$ cat src/rtl/memory_bus_wait.sv
// memory_bus_wait: decodes the CPU address into 2**BANK_BITS banks and routes
// reads/writes with a valid/ready handshake, per-bank minimum wait states,
// per-bank ready, an access timeout and bus-error reporting.
module memory_bus_wait #(
  parameter int unsigned                   ADDRESS_WIDTH = 16,
  parameter int unsigned                   DATA_WIDTH    = 8,
  parameter int unsigned                   BANK_BITS     = 2,
  parameter int unsigned                   LOCAL_WIDTH   = 14,
  parameter logic [(2**BANK_BITS)-1:0]     BANK_ENABLE   = 4'b0111,
  parameter logic [(2**BANK_BITS)-1:0]     BANK_WRITABLE = 4'b0101,
  parameter logic [4*(2**BANK_BITS)-1:0]   WAIT_STATES   = 16'h0011,
  parameter int unsigned                   TIMEOUT       = 255
) (
  input  logic                                    clk,
  input  logic                                    reset,
  input  logic [ADDRESS_WIDTH-1:0]                address,
  input  logic [DATA_WIDTH-1:0]                   data_in,
  input  logic                                    write_enable,
  input  logic                                    cpu_valid,
  output logic                                    cpu_ready,
  output logic [DATA_WIDTH-1:0]                   data_out,
  output logic                                    bus_error,
  output logic [LOCAL_WIDTH-1:0]                  bank_address,
  output logic [DATA_WIDTH-1:0]                   bank_data_in,
  output logic [(2**BANK_BITS)-1:0]               bank_write_enable,
  output logic [(2**BANK_BITS)-1:0]               bank_read_enable,
  input  logic [(2**BANK_BITS)*DATA_WIDTH-1:0]    bank_data_out,
  input  logic [(2**BANK_BITS)-1:0]               bank_ready
);

  localparam int unsigned NB  = 2**BANK_BITS;
  localparam int unsigned WCW = $clog2(TIMEOUT + 1);

  typedef enum logic [1:0] {
    S_IDLE,
    S_ACCESS,
    S_DONE
  } state_t;

  state_t                  r_state, w_state_nxt;
  logic [WCW-1:0]          r_wait_count, w_wait_count_nxt;
  logic [BANK_BITS-1:0]    r_bank, w_bank_nxt;
  logic                    r_we, w_we_nxt;
  logic                    r_error, w_error_nxt;
  logic [DATA_WIDTH-1:0]   r_data_out, w_data_out_nxt;
  logic [DATA_WIDTH-1:0]   r_bank_data_in, w_bank_data_in_nxt;
  logic [LOCAL_WIDTH-1:0]  r_bank_address, w_bank_address_nxt;
  logic [NB-1:0]           r_wr_stb, w_wr_stb_nxt;
  logic [NB-1:0]           r_rd_stb, w_rd_stb_nxt;

  logic [BANK_BITS-1:0]    w_sel_bank;
  logic [NB-1:0]           w_sel_onehot;
  logic                    w_reject;
  logic [3:0]              w_cur_ws;
  logic [DATA_WIDTH-1:0]   w_cur_data;
  logic                    w_complete;
  logic                    w_timeout;

  assign w_sel_bank   = address[ADDRESS_WIDTH-1 -: BANK_BITS];
  assign w_sel_onehot = NB'(1) << w_sel_bank;
  assign w_reject     = !BANK_ENABLE[w_sel_bank] ||
                        (write_enable && !BANK_WRITABLE[w_sel_bank]);
  assign w_cur_ws     = WAIT_STATES[4*r_bank +: 4];
  assign w_cur_data   = bank_data_out[r_bank*DATA_WIDTH +: DATA_WIDTH];
  assign w_complete   = (32'(r_wait_count) >= 32'(w_cur_ws)) && bank_ready[r_bank];
  assign w_timeout    = (r_wait_count == WCW'(TIMEOUT - 1));

  assign cpu_ready         = (r_state == S_DONE);
  assign bus_error         = (r_state == S_DONE) && r_error;
  assign data_out          = r_data_out;
  assign bank_address      = r_bank_address;
  assign bank_data_in      = r_bank_data_in;
  assign bank_write_enable = r_wr_stb;
  assign bank_read_enable  = r_rd_stb;

  // Next-state and next-datapath values for the access handshake
  always_comb begin
    w_state_nxt         = r_state;
    w_wait_count_nxt    = r_wait_count;
    w_bank_nxt          = r_bank;
    w_we_nxt            = r_we;
    w_error_nxt         = r_error;
    w_data_out_nxt      = r_data_out;
    w_bank_data_in_nxt  = r_bank_data_in;
    w_bank_address_nxt  = r_bank_address;
    w_wr_stb_nxt        = r_wr_stb;
    w_rd_stb_nxt        = r_rd_stb;
    case (r_state)
      S_IDLE: begin
        if (cpu_valid) begin
          w_bank_nxt         = w_sel_bank;
          w_we_nxt           = write_enable;
          w_bank_address_nxt = address[LOCAL_WIDTH-1:0];
          w_bank_data_in_nxt = data_in;
          if (w_reject) begin
            w_error_nxt = 1'b1;
            w_state_nxt = S_DONE;
          end else begin
            w_error_nxt      = 1'b0;
            w_wait_count_nxt = '0;
            w_wr_stb_nxt     = write_enable ? w_sel_onehot : '0;
            w_rd_stb_nxt     = write_enable ? '0 : w_sel_onehot;
            w_state_nxt      = S_ACCESS;
          end
        end
      end
      S_ACCESS: begin
        // Completion is tested before timeout so it wins on the last cycle
        if (w_complete) begin
          if (!r_we) w_data_out_nxt = w_cur_data;
          w_error_nxt  = 1'b0;
          w_wr_stb_nxt = '0;
          w_rd_stb_nxt = '0;
          w_state_nxt  = S_DONE;
        end else if (w_timeout) begin
          if (!r_we) w_data_out_nxt = '0;
          w_error_nxt  = 1'b1;
          w_wr_stb_nxt = '0;
          w_rd_stb_nxt = '0;
          w_state_nxt  = S_DONE;
        end
        if (!w_timeout) w_wait_count_nxt = r_wait_count + 1'b1;
      end
      S_DONE: begin
        w_state_nxt = S_IDLE;
      end
      default: begin
        w_state_nxt  = S_IDLE;
        w_wr_stb_nxt = '0;
        w_rd_stb_nxt = '0;
      end
    endcase
  end

  // State and datapath registers; reset drops strobes immediately
  always_ff @(posedge clk or posedge reset) begin
    if (reset) begin
      r_state        <= S_IDLE;
      r_wait_count   <= '0;
      r_bank         <= '0;
      r_we           <= 1'b0;
      r_error        <= 1'b0;
      r_data_out     <= '0;
      r_bank_data_in <= '0;
      r_bank_address <= '0;
      r_wr_stb       <= '0;
      r_rd_stb       <= '0;
    end else begin
      r_state        <= w_state_nxt;
      r_wait_count   <= w_wait_count_nxt;
      r_bank         <= w_bank_nxt;
      r_we           <= w_we_nxt;
      r_error        <= w_error_nxt;
      r_data_out     <= w_data_out_nxt;
      r_bank_data_in <= w_bank_data_in_nxt;
      r_bank_address <= w_bank_address_nxt;
      r_wr_stb       <= w_wr_stb_nxt;
      r_rd_stb       <= w_rd_stb_nxt;
    end
  end

endmodule

$ cat config.mk
export PLATFORM = sky130hd
export DESIGN_NAME = memory_bus_wait
export DESIGN_NICKNAME = d
export VERILOG_FILES = /design/src/rtl/memory_bus_wait.sv
export SDC_FILE = /design/constraint.sdc
export NUM_CORES = 1
export LEC_CHECK = 0
export ABC_CLOCK_PERIOD_IN_PS = 4000
export BUFFER_PORTS_ARGS = -buffer_cell sky130_fd_sc_hd__buf_2
export CAP_MARGIN = 20
export CORE_MARGIN = 2
export CORE_UTILIZATION = 45
export DETAILED_ROUTE_END_ITERATION = 12
export PLACE_DENSITY_LB_ADDON = 0.08
export SETUP_SLACK_MARGIN = 0.3
export SLEW_MARGIN = 0
export SYNTH_ARGS = -nofsm -noshare
export SYNTH_HDL_FRONTEND = slang
export SYNTH_SLANG_ARGS = --single-unit
$ cat constraint.sdc
create_clock -name clk -period 4 [get_ports clk]
set_input_delay 0.2 -clock clk [delete_from_list [all_inputs] [get_ports clk]]
set_output_delay 0.2 -clock clk [all_outputs]
set_load 0.02 [all_outputs]
==> results.cfg, run 1 <==
[outcome]
status = finished, final reports clean

[critical_path]
required_ns = 4.18
worst_path_max_delay_cell = dfrtp_1
cp_cell_sequence = inv_1, ha_1, or4b_1, o41a_1, o21a_1, mux2_4
start_kind = flip-flop
critical_path_class = reg -> reg
cp_slowest_stage_delay_ns = 0.60
critPathTopFamily = compound AO/OA/AOI/OAI gates
crit_fanout = 13
arrival_ns = 3.07
end_kind = flip-flop
cp_num_buf_inv = 1

[yosys]
synth.top_cell.area_share_pct = 52.7
netlist_area_sq_um = 2470
synth_ff_type = dfrtp_1
postSynthAreaPerCell_sq_um = 12.2
yosys.area.top_type = dfrtp_1
synthCells = 202
synth_warnings = 0
seq_area_frac_synth_pct = 52.7
synth_cell_types = 38
synth_common_cells = dfrtp_1, mux2_2, inv_1
synthArstFlopShare_pct = 100
syn-num-nets = 269
yosysMostFrequentCell = dfrtp_1
synth_area_leaders = dfrtp_1, mux2_2, mux4_2, mux2_4, nand3_1
synth_edf_count = 0
synth_seq_cells = 52

[sta]
finalSetupTns_ns = 0
hold_viol = 0
finClkSkew_ns = 0.00894
finalSetupViolCount = 0
tightest_slew_ns = 0.969
rsz0062_at_grt = false
period_share_pct = 72.0
slew_headroom_pct = 34.9
layout_setup_ws_ns = 1.12
max_freq_mhz = 347
finalCriticalPeriod_ns = 2.88
slew_viol_final = 0

[routing]
ant_nets = 0
routed_wl_um = 5400
drc_errors = 0
wl_per_cell_um = 14.3
num_vias = 1940
drt_iter0_markers = 91
drtPass1Iterations = 4
vias_per_cell = 5.15

[clock_tree]
cts_inserted_buffers = 5
cts-root-buf = clkbuf_8
tritoncts = yes
h-tree-depth = 2
cts_buffer_depth = 2
path_clk_slew_ns = 0.09
clk_latency_ns = 0.30
cts-resized-gates = 0
clkSinkCount = 52

[hold_path]
hold_path.class = in -> reg

[floorplan]
start_util_pct = 47.4
die_h_um = 78.0
coreArea_sq_um = 5200
ioPinCount = 104
die_area_sq_um = 6090
rows = 26
fp.dieW_um = 78.0

[finish]
area_growth_pct = 28.2
final_cells = 377
fin_area_sq_um = 3160
fillers = 460
fin_nets = 373
drive_above_1_share_pct = 49.8
diodes = 0

[placement]
placed_area_sq_um = 3040
io_buffers = 103
dpl.hpwl_um = 3940
dp.cells = 367
dpl_worst_slack_ns = 1.10
gp_congestion = 0.753

[power_and_ir_drop]
swShare_pct = 40.3
switching_power_mw = 0.911
power_frac_clock_pct = 13.4
leakagePower_nw = 1.56
internal_power_mw = 1.35
power_frac_seq_pct = 40.1
p_per_area_nw_per_um2 = 715
peakVddDrop_mv = 0.380
combPwrFrac_pct = 46.6

[global_route]
antenna_found_initial = 0
grt.overflow.total = 0
grt_max_degree = 53
grtUsageTotal_pct = 19.1
grt_first_pass_wirelength_um = 9280
grt_pass1_vias = 2001

[run]
maxCapViolCount = 0
-- worst paths after layout --
kind                                                  from  cells past startpoint  slack [ns]                         endpoint
setup / recovery                     r_bank[1]$_DFFE_PP0P_                      6        1.12  bank_read_enable[1]$_DFFE_PP0P_
hold / removal                                 address[12]                      2        0.13     bank_address[12]$_DFFE_PP0P_
setup reg to reg                     r_bank[1]$_DFFE_PP0P_                      6        1.12  bank_read_enable[1]$_DFFE_PP0P_
hold reg to reg            bank_read_enable[3]$_DFFE_PP0P_                      1        0.50  bank_read_enable[3]$_DFFE_PP0P_
max in group asynchronous                            reset                      4        3.04      bank_data_in[1]$_DFFE_PP0P_
min in group asynchronous                            reset                      3        0.45     bank_address[13]$_DFFE_PP0P_
-- worst reg2reg max path, cell delays in order, from the launching register on --
cell and delay (ns):
dfrtp_1 0.60, inv_1 0.11, ha_1 0.28, or4b_1 0.46
o41a_1 0.58, o21a_1 0.40, mux2_4 0.35
-- layer usage --
metal / part of all wire, % / track usage [%] / vias up
li1: - / - / 937
met2: 47 / 30.8 / 74
met1: 44 / 25.8 / 924
met3: 8.2 / 5.29 / 5
met5: 0 / 0 / -
met4: 0.72 / 4.74 / 0
-- layout by cell type (no fill, tap or decap), types with 2 or more instances in the layout --
master / n
inv_1: 15
or4_1: 4
o21a_1: 2
o21ai_0: 7
clkbuf_8: 6
nor2_1: 6
mux4_2: 9
nor2b_1: 4
nor3_1: 4
nand3_1: 14
nand2_1: 9
mux2_2: 23
dfrtp_1: 52
mux2_4: 5
clkbuf_1: 2
o21ai_1: 8
buf_4: 2
xnor2_1: 2
o211ai_1: 4
ha_1: 3
buf_2: 103
or3_1: 3
-- per-stage QoR --
step	total power [mW]	utilization (%)	hold slack, ns
after floorplan	1.66	-	0.317
after global placement	1.96	58.5	0.431
after detailed placement	1.98	58.5	0.437
after CTS	2.29	60.2	0.118
after global routing	2.43	60.8	0.122
final	2.26	60.8	0.129
-- timing repair --
item                                   4_1_cts  5_1_grt
setup buffers                                0        0
setup endpoints to repair                    0        0
hold buffers                                 0        1
endpoints found under the hold margin        0       19
-- flip-flops by register name (all words and copies together) (netlist names), 2 cells and up --
name	count
bank_address	14
bank_data_in	8
data_out	8
r_wait_count	8
bank_read_enable	4
bank_write_enable	4
r_bank	2
r_state	2
-- kinds of logic after synthesis --
| logic type | share of synthesized area [%] |
|---|---|
| buffers and inverters | 4.31 |
| DFF | 52.7 |
| and+or+nand+nor | 12.2 |
| xor gates and xnor gates | 0.710 |
| muxes | 21.8 |
| adders and majority gates | 1.52 |
| AOI/OAI and AO/OA | 6.80 |
-- area by class of cell --
cell class	instances	area, sq um	share of cell area (%)
inverter	16	60.1	1.90
multi-input combinational	124	1060	33.6
sequential	52	1300	41.1
timing repair buffer	107	561	17.7
clock buffer	8	90.1	2.85
tap	70	87.6	2.77
-- power groups by stage --
stage               sequential (mW)  combinational [mW]  clock (mW)
finish                        0.907                1.05       0.302
global route                  0.947                1.15       0.333
CTS                           0.912                1.06       0.313
detailed placement            0.918                1.06           0
global placement              0.912                1.05           0
floorplan                      1.06               0.596           0
No activity file was read; power rests on OpenSTA's default activity.
==> inputs of run 2 (changes only) <==
--- a/config.mk
+++ b/config.mk
@@ -5,7 +5,8 @@
 export SDC_FILE = /design/constraint.sdc
 export NUM_CORES = 1
 export LEC_CHECK = 0
-export ABC_CLOCK_PERIOD_IN_PS = 4000
+export ABC_AREA = 1
+export ABC_CLOCK_PERIOD_IN_PS = 2940
 export BUFFER_PORTS_ARGS = -buffer_cell sky130_fd_sc_hd__buf_2
 export CAP_MARGIN = 20
 export CORE_MARGIN = 2
==> constraint.sdc (replaced) <==
create_clock -name clk -period 2.94 [get_ports clk]
set_input_delay 0.147 -clock clk [delete_from_list [all_inputs] [get_ports clk]]
set_output_delay 0.147 -clock clk [all_outputs]
set_load 0.02 [all_outputs]
==> run 2 against run 1 <==
Clock-buffer cell count is 3 lower. First-iteration DRC count is 13% lower. Critical path depth grew 4. Cell count is 41% higher. Clock skew rose by 0.0038 ns. Register-to-register slack lost 0.27 ns. Sequential power increased by 28%. Combinational power up 51%. Design area grew 7.1%. Synthesized area up 11%. Via count rose by 31%. Non-clock buffer count decreased by 1. Largest power group unchanged.
==> results.cfg, run 2 <==
[power_and_ir_drop]
p_per_area_nw_per_um2 = 937
power_frac_clock_pct = 13.2
peakVddDrop_mv = 0.471
internal_power_mw = 1.64
switching_power_mw = 1.54
swShare_pct = 48.4
power_frac_seq_pct = 36.7
totalPowerFinal_mw = 3.18
combPwrFrac_pct = 50.2
leakagePower_nw = 1.94

[yosys]
postSynthAreaPerCell_sq_um = 7.67
synth_area_leaders = dfrtp_1, nand2_1, nand3_1, nor2_1, o21ai_2
synth_common_cells = nand2_1, dfrtp_1, nand3_1
yosys.area.top_type = dfrtp_1
synth_seq_cells = 52
syn-num-nets = 423
synth_warnings = 0
synth_top_family_by_area = simple AND/OR/NAND/NOR gates
synth_ff_type = dfrtp_1
synthMuxAreaShare_pct = 0
synthXorXnorAreaFrac_pct = 0.962
synthCells = 356
synth_edf_count = 0
seq_area_frac_synth_pct = 47.7
synth.top_cell.area_share_pct = 47.7
synth_compound_area_share_pct = 5.00
synth_adder_area_share_pct = 1.37
synth_cell_types = 26
netlist_area_sq_um = 2730
synth_simple_gate_area_share_pct = 38.9
yosysMostFrequentCell = nand2_1
synthArstFlopShare_pct = 100

[sta]
tightest_slew_ns = 0.698
slew_viol_final = 0
finClkSkew_ns = 0.0128
max_freq_mhz = 477
rsz0062_at_grt = false
period_share_pct = 71.3
hold_viol = 0
slew_headroom_pct = 53.4
finalSetupTns_ns = 0
finalCriticalPeriod_ns = 2.09
finalSetupViolCount = 0

[clock_tree]
clk_latency_ns = 0.31
tritoncts = yes
h-tree-depth = 2
cts_inserted_buffers = 5
cts-root-buf = clkbuf_8
cts_buffer_depth = 2
path_clk_slew_ns = 0.10
clkSinkCount = 52
cts-resized-gates = 0

[finish]
fillers = 602
area_growth_pct = 24.2
drive_above_1_share_pct = 30.6
diodes = 0
fin_nets = 523
final_cell_mix = nand2_1, buf_2, dfrtp_1
fin_area_sq_um = 3390
final_cells = 532
layout_commonest_cell = nand2_1
multi_input_area_sq_um = 1260
largest_reg_flops = 14
register_area_sq_um = 1300

[floorplan]
rows = 28
die_area_sq_um = 6710
coreArea_sq_um = 5890
ioPinCount = 104
fp.dieW_um = 81.9
die_h_um = 81.9
start_util_pct = 46.4

[routing]
drc_errors = 0
drt_iter0_markers = 79
wl_per_cell_um = 11.7
vias_per_cell = 4.77
drtPass1Iterations = 4
routed_wl_um = 6210
ant_nets = 0
num_vias = 2540

[global_route]
grt_max_degree = 35
grt_pass1_vias = 2310
grtUsageTotal_pct = 19.5
antenna_found_initial = 0
grt.overflow.total = 0
grt_first_pass_wirelength_um = 10200

[hold_path]
min-delay-start = address[13]
hold_path.class = in -> reg
holdPathStages = 3
min_to = bank_address[13]$_DFFE_PP0P_

[critical_path]
required_ns = 3.15
reg2reg_depth = 10
end_kind = flip-flop
r2r-end = r_error$_DFFE_PP0P_
r2r_setup_slack_ns = 0.85
rr_startpoint = r_bank[1]$_DFFE_PP0P_
start_kind = flip-flop
arrival_ns = 2.31
crit_fanout = 11
critical_path_class = reg -> reg

[placement]
placed_area_sq_um = 3290
dp.cells = 523
io_buffers = 103
gp_congestion = 0.827
dpl.hpwl_um = 4740

[run]
maxCapViolCount = 0

[outcome]
status = finished, final reports clean
==> run 2: cell count changes after synthesis, moves of 9 or more <==
| cell | previous run | this run |
|---|---|---|
| mux2_2 | 23 | 0 |
| mux4_2 | 9 | 0 |
| nand2_1 | 9 | 164 |
| nand3_1 | 14 | 30 |
| nand4_1 | 1 | 11 |
| nor2_1 | 6 | 25 |
| o21ai_2 | 0 | 9 |
==> run 2: cell type report <==
type / instances / share of cell area (%)
clock buffer: 5 / 2.03
clock inverter: 3 / 0.628
inverter: 22 / 2.58
multi-input combinational: 269 / 37.3
sequential: 52 / 38.4
tap: 75 / 2.77
timing repair buffer: 106 / 16.3
==> run 2: routing by layer <==
layer  track usage [%]  vias to the layer above  wire [um]
met5                 0                        -          0
met1              24.0                     1136       2730
met3              6.26                        6        446
met4              5.17                        0         63
met2              33.0                       78       2970
li1                  -                     1320          -
==> run 2: how the worst max path moves through the flow <==
| stage | from | end | slack [ns] | cells after the start |
|---|---|---|---|---|
| 6_report | r_bank[1]$_DFFE_PP0P_ | r_error$_DFFE_PP0P_ | 0.85 | 10 |
| 5_1_grt | r_bank[1]$_DFFE_PP0P_ | r_error$_DFFE_PP0P_ | 0.63 | 10 |
| 4_1_cts | r_bank[1]$_DFFE_PP0P_ | r_error$_DFFE_PP0P_ | 0.83 | 10 |
| 3_5_place_dp | r_bank[1]$_DFFE_PP0P_ | r_error$_DFFE_PP0P_ | 0.84 | 10 |
| 3_3_place_gp | r_bank[1]$_DFFE_PP0P_ | r_error$_DFFE_PP0P_ | 0.91 | 10 |
| 2_1_floorplan | r_bank[1]$_DFFE_PP0P_ | bank_read_enable[0]$_DFFE_PP0P_ | 1.27 | 12 |
==> run 2: logic make-up after synthesis <==
logic type | after synthesis
AOI/OAI and AO/OA | 19
xor gates and xnor gates | 3
adders and majority gates | 3
buffers and inverters | 35
DFF | 52
and+or+nand+nor | 244
==> run 2: metrics by stage <==
stage | hold slack, ns | utilization, % | setup WS [ns]
after global routing | 0.0224 | 57.6 | 0.629
after CTS | 0.0212 | 57.6 | 0.834
after floorplan | 0.264 | - | 1.27
after detailed placement | 0.169 | 55.9 | 0.838
after global placement | 0.346 | 55.5 | 0.909
final | 0.0275 | 57.6 | 0.845
==> run 2: critical path, cell delays in order, from the launching register on <==
cell	delay [ns]
dfrtp_1	0.49
inv_1	0.31
ha_1	0.30
nor2_1	0.11
nand2_1	0.07
nand2_2	0.23
nand2_2	0.22
nand2_1	0.10
nand2_1	0.05
nand2_1	0.08
nand2_1	0.05
==> run 2: power by group through the flow <==
stage	clock network [mW]	logic, mW	registers [mW]
after floorplan	0	0.991	1.37
after global placement	0	1.59	1.17
after detailed placement	0	1.62	1.17
after CTS	0.431	1.62	1.16
after global routing	0.458	1.80	1.20
final	0.419	1.59	1.16
==> run 2: timing repair <==
| action | CTS | global route |
|---|---|---|
| hold buffers | 1 | 0 |
| buffers inserted | 0 | 0 |
| endpoints found under the hold margin | 18 | 0 |
==> inputs of run 3 (changes only) <==
--- a/config.mk
+++ b/config.mk
@@ -6,7 +6,7 @@
 export NUM_CORES = 1
 export LEC_CHECK = 0
 export ABC_AREA = 1
-export ABC_CLOCK_PERIOD_IN_PS = 2940
+export ABC_CLOCK_PERIOD_IN_PS = 2100
 export BUFFER_PORTS_ARGS = -buffer_cell sky130_fd_sc_hd__buf_2
 export CAP_MARGIN = 20
 export CORE_MARGIN = 2
==> constraint.sdc (replaced) <==
create_clock -name clk -period 2.1 [get_ports clk]
set_input_delay 0.105 -clock clk [delete_from_list [all_inputs] [get_ports clk]]
set_output_delay 0.105 -clock clk [all_outputs]
set_load 0.02 [all_outputs]
==> run 3 against run 2 <==
Sequential cell count is the same. Combinational power is 55% higher. Die area unchanged. First-iteration DRC count increased by 15%. Via count rose by 4.3%. Total power up 51%. Critical path depth fell by 1. Hold slack worse by 0.013 ns. Clock-buffer cell count increased by 2. Largest power group unchanged. Highest routed layer unchanged.
==> results.cfg, run 3 (synthesis results as in run 2) <==
[floorplan]
ioPinCount = 104
coreArea_sq_um = 5890
die_h_um = 81.9
fp.dieW_um = 81.9
start_util_pct = 46.4
rows = 28
die_area_sq_um = 6710

[sta]
finalSetupViolCount = 0
rsz0062_at_grt = false
slew_headroom_pct = 53.9
finalCriticalPeriod_ns = 1.63
slew_viol_final = 0
max_freq_mhz = 612
period_share_pct = 77.8
finClkSkew_ns = 0.0143
finalSetupTns_ns = 0
hold_viol = 0
tightest_slew_ns = 0.690
holdWs_ns = 0.0148

[placement]
placed_area_sq_um = 3310
dpl.hpwl_um = 4530
gp_congestion = 0.804
io_buffers = 103

[clock_tree]
clkSinkCount = 52
cts_inserted_buffers = 5
cts_buffer_depth = 2
clk_latency_ns = 0.31
h-tree-depth = 2
tritoncts = yes
path_clk_slew_ns = 0.10
cts-root-buf = clkbuf_8

[routing]
wl_per_cell_um = 11.9
routed_wl_um = 6650
drt_iter0_markers = 91
vias_per_cell = 4.74
drt-met1-wl_um = 2940
drtPass1Iterations = 4
drc_errors = 0
highest_layer = met4
ant_nets = 0
wl_met2_um = 3190
num_vias = 2649
wl_met3_um = 461

[critical_path]
r2r_setup_slack_ns = 0.47
worst_path_max_delay_cell = dfrtp_1
end_kind = flip-flop
critical_path_class = reg -> reg
rr_startpoint = r_wait_count[0]$_DFFE_PP0P_
cp_slowest_stage_delay_ns = 0.41
cp_cell_sequence = inv_1, ha_1, nand2_1, nor2_1, nand2_2, nand2_2, nand2_2, inv_1, o21ai_0
arrival_ns = 1.83
r2r-end = r_wait_count[7]$_DFFE_PP0P_
reg2reg_depth = 9
crit_fanout = 13
required_ns = 2.30
cpMostUsedCell = nand2_2
start_kind = flip-flop

[outcome]
status = finished, final reports clean

[global_route]
grtUsageTotal_pct = 20.9
grt_first_pass_wirelength_um = 11000
grt_pass1_vias = 2463
grt.overflow.total = 0
antenna_found_initial = 0
grt_max_degree = 53

[finish]
fin_area_sq_um = 3680
area_growth_pct = 34.7
final_cell_mix = nand2_1, buf_2, dfrtp_1
largest_reg_flops = 14
diodes = 0
layout_commonest_cell = nand2_1
drive_above_1_share_pct = 30.2
fin_nets = 550

[power_and_ir_drop]
switching_power_mw = 2.20
peakVddDrop_mv = 0.714
swShare_pct = 45.8
power_frac_seq_pct = 32.8
internal_power_mw = 2.60
leakagePower_nw = 2.08
totalPowerFinal_mw = 4.79
combPwrFrac_pct = 51.5
p_per_area_nw_per_um2 = 1300
power_frac_clock_pct = 15.6

[run]
maxCapViolCount = 0

[hold_path]
holdPathStages = 3
hold_path.class = in -> reg
min-delay-start = address[11]
min_to = bank_address[11]$_DFFE_PP0P_
==> run 3: power by group through the flow <==
stage	sequential [mW]	combinational, mW	clock, mW
6_report	1.57	2.47	0.750
5_1_grt	1.62	2.75	0.812
4_1_cts	1.57	2.42	0.771
3_5_place_dp	1.58	2.38	0
3_3_place_gp	1.58	2.33	0
2_1_floorplan	1.92	1.39	0
==> run 3: worst max-delay path by stage <==
stage,to,startpoint,depth (start not counted)
3_5_place_dp,r_error$_DFFE_PP0P_,r_wait_count[0]$_DFFE_PP0P_,10
2_1_floorplan,bank_read_enable[0]$_DFFE_PP0P_,r_bank[1]$_DFFE_PP0P_,12
4_1_cts,r_error$_DFFE_PP0P_,r_wait_count[0]$_DFFE_PP0P_,10
5_1_grt,data_out[4]$_DFFE_PP0P_,r_wait_count[0]$_DFFE_PP0P_,9
6_report,r_wait_count[7]$_DFFE_PP0P_,r_wait_count[0]$_DFFE_PP0P_,9
3_3_place_gp,r_error$_DFFE_PP0P_,r_wait_count[0]$_DFFE_PP0P_,10
==> run 3: routing by layer <==
metal | up-vias | track usage (%)
met1 | 1192 | 27.0
met4 | 0 | 4.67
met2 | 75 | 35.9
met5 | - | 0
li1 | 1375 | -
met3 | 7 | 4.73
==> run 3: stage by stage <==
| stage | utilization [%] | worst slack, ns | cells |
|---|---|---|---|
| 6_report | 62.5 | 0.466 | 559 |
| 4_1_cts | 62.2 | 0.373 | 557 |
| 2_1_floorplan | - | 0.428 | 356 |
| 3_5_place_dp | 56.2 | 0.306 | 527 |
| 3_3_place_gp | 56.2 | 0.377 | 527 |
| 5_1_grt | 62.5 | 0.327 | 559 |
==> run 3: layout make-up <==
cell class	instances	area (sq um)
Sequential cell	52	1300
Inverter	22	87.6
Multi-Input combinational cell	269	1270
Clock inverter	1	30.0
Clock buffer	7	96.3
Fill cell	536	2210
Timing Repair Buffer	133	796
Tap cell	75	93.8
==> run 3: critical path, delay by kind of cell (launching register included) <==
kind	cells	cell delay (ns)
compound gates	1	0.10
fa+ha+maj	1	0.16
buf+inv	2	0.30
flops	1	0.41
simple gates	5	0.55
==> run 3: what timing repair did <==
| item | in CTS | in global routing |
|---|---|---|
| endpoints found under the hold margin | 62 | 0 |
| endpoints found under the setup margin | 1 | 9 |
| hold buffers | 22 | 0 |
| buffers inserted | 0 | 2 |
| pin swaps | 0 | 1 |
| resized for setup | 1 | 1 |
